File: config.mk
export PLATFORM = sky130hd
export DESIGN_NAME = mmio_port_responder
export DESIGN_NICKNAME = d
export VERILOG_FILES = /design/src/rtl/mmio_port_responder.sv
export SDC_FILE = /design/constraint.sdc
export NUM_CORES = 1
export LEC_CHECK = 0
export BUFFER_PORTS_ARGS = -buffer_cell sky130_fd_sc_hd__buf_4
export CAP_MARGIN = 20
export CORE_MARGIN = 2
export CORE_UTILIZATION = 35
export DETAILED_ROUTE_END_ITERATION = 8
export PLACE_DENSITY = 0.67
export SLEW_MARGIN = 10
export SYNTH_ARGS = -nofsm -noshare
export SYNTH_HDL_FRONTEND = slang
export SYNTH_SLANG_ARGS = --single-unit
File: constraint.sdc
create_clock -name clk -period 2 [get_ports clk]
set_input_delay 0.2 -clock clk [delete_from_list [all_inputs] [get_ports clk]]
set_output_delay 0.2 -clock clk [all_outputs]
set_load 0.1 [all_outputs]
File: src/rtl/mmio_port_responder.sv
// mmio_port_responder: memory-mapped target for an external input port and a
// registered output port. Four-word window: OUT, IN, STATUS (W1C), CTRL.
// The input port is double-synchronized and captured on change while enabled.
module mmio_port_responder #(
  parameter logic [31:0] BASE_ADDR = 32'h1001_0000,
  parameter int          IN_WIDTH  = 8,
  parameter int          OUT_WIDTH = 32
) (
  input  logic                 clk,
  input  logic                 reset,
  input  logic [31:0]          Address,
  input  logic [31:0]          WriteData,
  input  logic                 MemWrite,
  input  logic                 MemRead,
  output logic [31:0]          ReadData,
  output logic                 Hit,
  input  logic [IN_WIDTH-1:0]  PortIn,
  output logic [OUT_WIDTH-1:0] PortOut,
  output logic                 DataReady
);

  localparam logic [1:0] OFF_OUT    = 2'd0;
  localparam logic [1:0] OFF_IN     = 2'd1;
  localparam logic [1:0] OFF_STATUS = 2'd2;
  localparam logic [1:0] OFF_CTRL   = 2'd3;

  logic [OUT_WIDTH-1:0] out_r;
  logic [IN_WIDTH-1:0]  sync1_r;
  logic [IN_WIDTH-1:0]  sync2_r;
  logic [IN_WIDTH-1:0]  last_r;
  logic [IN_WIDTH-1:0]  in_r;
  logic                 new_r;
  logic                 ovr_r;
  logic                 en_r;

  logic [1:0] offset_s;
  logic       wr_s;
  logic       change_s;
  logic       capture_s;
  logic       new_clear_s;
  logic       ovr_clear_s;
  logic       new_next_s;
  logic       ovr_next_s;
  logic       unused_addr_lsb;

  // Byte-lane bits of the address play no part in decode.
  assign unused_addr_lsb = ^Address[1:0];

  assign Hit       = (Address[31:4] == BASE_ADDR[31:4]);
  assign offset_s  = Address[3:2];
  assign wr_s      = Hit && MemWrite;
  assign change_s  = (sync2_r != last_r);
  assign capture_s = change_s && en_r;

  // A load of IN consumes the data; a W1C store may clear either flag.
  assign new_clear_s = (Hit && MemRead && (offset_s == OFF_IN)) ||
                       (wr_s && (offset_s == OFF_STATUS) && WriteData[0]);
  assign ovr_clear_s = wr_s && (offset_s == OFF_STATUS) && WriteData[1];

  // Flag next-state: capture beats any clear; overrun only when unconsumed data is overwritten.
  always_comb begin
    new_next_s = new_r;
    ovr_next_s = ovr_r;
    if (capture_s) begin
      new_next_s = 1'b1;
      if (new_r && !new_clear_s) begin
        ovr_next_s = 1'b1;
      end else if (ovr_clear_s) begin
        ovr_next_s = 1'b0;
      end else begin
        ovr_next_s = ovr_r;
      end
    end else begin
      if (new_clear_s) begin
        new_next_s = 1'b0;
      end else begin
        new_next_s = new_r;
      end
      if (ovr_clear_s) begin
        ovr_next_s = 1'b0;
      end else begin
        ovr_next_s = ovr_r;
      end
    end
  end

  // Combinational load data; zero whenever the access is not a hitting load.
  always_comb begin
    ReadData = 32'h0000_0000;
    if (Hit && MemRead) begin
      case (offset_s)
        OFF_OUT:    ReadData = 32'(out_r);
        OFF_IN:     ReadData = 32'(in_r);
        OFF_STATUS: ReadData = {30'b0, ovr_r, new_r};
        OFF_CTRL:   ReadData = {31'b0, en_r};
        default:    ReadData = 32'h0000_0000;
      endcase
    end else begin
      ReadData = 32'h0000_0000;
    end
  end

  // Bus-writable registers: OUT and CTRL.EN.
  always_ff @(posedge clk) begin
    if (reset) begin
      out_r <= '0;
      en_r  <= 1'b1;
    end else begin
      if (wr_s && (offset_s == OFF_OUT)) begin
        out_r <= WriteData[OUT_WIDTH-1:0];
      end
      if (wr_s && (offset_s == OFF_CTRL)) begin
        en_r <= WriteData[0];
      end
    end
  end

  // Input synchronizer, change tracker (runs regardless of EN), capture register and flags.
  always_ff @(posedge clk) begin
    if (reset) begin
      sync1_r <= '0;
      sync2_r <= '0;
      last_r  <= '0;
      in_r    <= '0;
      new_r   <= 1'b0;
      ovr_r   <= 1'b0;
    end else begin
      sync1_r <= PortIn;
      sync2_r <= sync1_r;
      last_r  <= sync2_r;
      if (capture_s) begin
        in_r <= sync2_r;
      end
      new_r <= new_next_s;
      ovr_r <= ovr_next_s;
    end
  end

  assign PortOut   = out_r;
  assign DataReady = new_r;

endmodule

==> reports/qor.yml <==
drt:
  first_iter_violations: 91
  viasPerCell: 5.085
  ant_nets: 0
  wl_um: 9082
  avgRoutedWirePerCell_um: 16.10
  firstDrtPassIters: 4
  num_vias: 2868
  remaining_drc_errors: 0
floorplan:
  die_w_um: 96.05
  boundaryPins: 142
  row_count: 33
  die_area_sq_um: 9225
  core_area_sq_um: 8217
  die_h_um: 96.05
  start_util: 0.3609
placed_design:
  dpl.cell_count: 544
  port_buffers: 139
  hpwl_um: 6227
  dp_slack_ns: -0.04446
  routabilityCongestion: 0.7902
power_and_ir_drop:
  p_int_mw: 1.981
  power_density_nw_per_um2: 568.7
  combinationalPowerShare: 0.108
  ir_drop_mv: 0.4013
  p_seq_frac: 0.513
  leakage_nw: 1.933
  power.share.clock: 0.378
  power_switching_mw: 0.7077
  power_mw: 2.688
  swShare: 0.2633
critical_path:
  worstPathArrival_ns: 1.79
  end_kind: "output port"
  crit_path_top_delay_cell: "nor4b_4"
  critPathRequiredTime_ns: 1.80
  critPathLaunchType: "input pin"
  critical-path-max-stage-delay_ns: 0.28
  worstSetupPathType: "in -> out"
  cp_max_fo: 5
  worst_path_most_repeated_cell: "buf_4"
  ff2ff_path_depth: 4
  crit_path_cell_trace: "buf_4 > nor4b_4 > buf_4 > nand3_4 > nor4b_4 > buf_4 > clkbuf_16 > and2_4 > buf_12"
synth:
  yosys.area_share.xor_xnor: 0.02363
  syn_inst: 313
  synth_common_cells: "dfxtp_1 (67), nand4_1 (35), o21ai_0 (35)"
  synth_edf_count: 0
  synth_nets: 389
  synth_simple_gate_area_frac: 0.2907
  synthArstFlopShare: 0
  postSynthAreaPerCell_sq_um: 9.474
  synth.area.top_cells: "dfxtp_1 (45%), nand4_1 (7.4%), nor2b_1 (7.0%)"
  synth_top_family_by_area: "simple AND/OR/NAND/NOR gates"
  synth_top_cell_area_share: 0.4523
  synthFlopType: "dfxtp_1"
  yosys.cell_count.top_type: "dfxtp_1"
  synth_top_area_cell: "dfxtp_1"
  post_synth_num_cell_types: 31
  synth_fa_ha_area_frac: 0
  synth_seq_area_share: 0.4523
  synth_compound_area_frac: 0.1245
  syn_area_sq_um: 2965
  synth_seq_cells: 67
  synth_warnings: 0
  synth_mux_area_frac: 0.06498
grt:
  gr-total-overflow: 0
  grt_pass1_wl_um: 12980
  first_global_vias: 2562
  antenna_found_initial: 0
  grt_usage: 0.1837
  grt_max_degree: 48
sta:
  hold_violations: 0
  clock_skew_ns: 0.007048
  finalCriticalPeriod_ns: 1.986
  worst_slew_pin_slew_ns: 0.5064
  setup_viol: 0
  max_clock_freq_mhz: 503.5
  setup_slack_ns: 0.01378
  drv_slew: 0
  fin_crit_sh: 0.9931
  slew_headroom: 0.6624
  tns_ns: 0
finish:
  drive_gt1_frac: 0.4946
  area_delta_synth_final_pct: 59.41
  stdcell_count: 564
  antenna_cells: 0
  nets: 530
  final_util: 0.5753
flow_run:
  maxCapViolations: 0
worst_hold_path:
  hp-class: "in -> reg"
  whs_path_depth: 2
clock_tree:
  clock_latency_ns: 0.34
  clock-sinks: 67
  clk_pin_slew_ns: 0.08
  ctsHtreeMaxLevel: 3
  cts_buffers: 9
  cts-root-buf: "clkbuf_8"
  cts_tree: "done"
  cts_max_path_buffers: 2
status:
  status: "finished clean"
## stage by stage
stage	cell area [sq um]	hold slack [ns]
floorplan	3029	0.2809
global placement	4202	0.4084
detailed placement	4202	0.4144
CTS	4468	0.04537
global route	4727	0.05585
finish	4727	0.06170
## worst max-delay path, delay by kind of cell
family | cells | cell delay [ns]
buffers and inverters | 5 | 0.79
AND/OR/NAND/NOR | 4 | 0.79
## power by group through the flow
stage / Clock (mW) / Combinational, mW / Sequential, mW
6_report: 1.02 / 0.292 / 1.38
5_1_grt: 1.12 / 0.312 / 1.38
4_1_cts: 1.05 / 0.283 / 1.38
3_5_place_dp: 0 / 0.282 / 1.41
3_3_place_gp: 0 / 0.280 / 1.41
2_1_floorplan: 0 / 0.105 / 1.43
## path summary, 6_finish.rpt
path	end	startpoint	slack, ns
max	ReadData[22]	Address[26]	0.01
min	sync1_r[4]	PortIn[4]	0.06
max reg2reg	in_r[2]	sync2_r[1]	0.42
min reg2reg	sync2_r[3]	sync1_r[3]	0.44
## flip-flops by register name, summed over array words and instances (netlist names)
register and cells:
PortOut 32, ovr_r 1, last_r 8, sync2_r 8
in_r 8, sync1_r 8, en_r 1, DataReady 1
## routing by layer
metal	up-vias	routed length (um)	global-route usage
li1	1400	-	-
met1	1309	3640	0.2221
met2	150	4558	0.3252
met3	9	812	0.04699
met4	0	70	0.04286
met5	-	0	0
## cell families (layout without fill, tap and decap cells)
family / count (synthesis) / count (layout)
flip-flops: 67 / 67
XOR/XNOR: 8 / 8
buffers and inverters: 28 / 174
AO/OA/AOI/OAI: 71 / 71
AND/OR/NAND/NOR: 122 / 122
multiplexers: 17 / 17
## what timing repair did
item | in CTS | in global routing
setup endpoints to repair | 24 | 29
cloned | 0 | 2
pin swaps | 0 | 5
resized for setup | 24 | 53
hold buffers | 0 | 0
setup buffers | 0 | 2
## cell usage in the layout, fill, tap and decap left out, types with 2 or more instances in the layout
master    Yosys  layout
buf_4         0     126
dfxtp_1      67      67
o21ai_0      35      35
nand4_1      35      35
nor2b_1      33      33
a21oi_1      32      32
and2_2        0      14
buf_12        0      13
buf_8         0      11
and2_4        0      10
clkbuf_8      0       9
mux2i_1       8       8
xnor2_1       8       8
mux2_2        8       8
nor2_2        0       6
buf_6         2       6
nor4_4        3       5
nor4b_4       2       3
nand3_1       3       2
nor2_1        9       2
o311ai_0      2       2
clkinv_2      0       2
inv_6         0       2
clkinv_4      0       2
## layout make-up
class | count | area (sq um)
well taps | 105 | 131.4
multi-input cells | 218 | 1610
inverters | 1 | 3.754
clock buffers | 9 | 123.9
flip-flops and latches | 67 | 1341
repair buffers | 157 | 1464
fillers | 712 | 3490
clock inverters | 7 | 52.55
(Power assumes the default switching activity.)
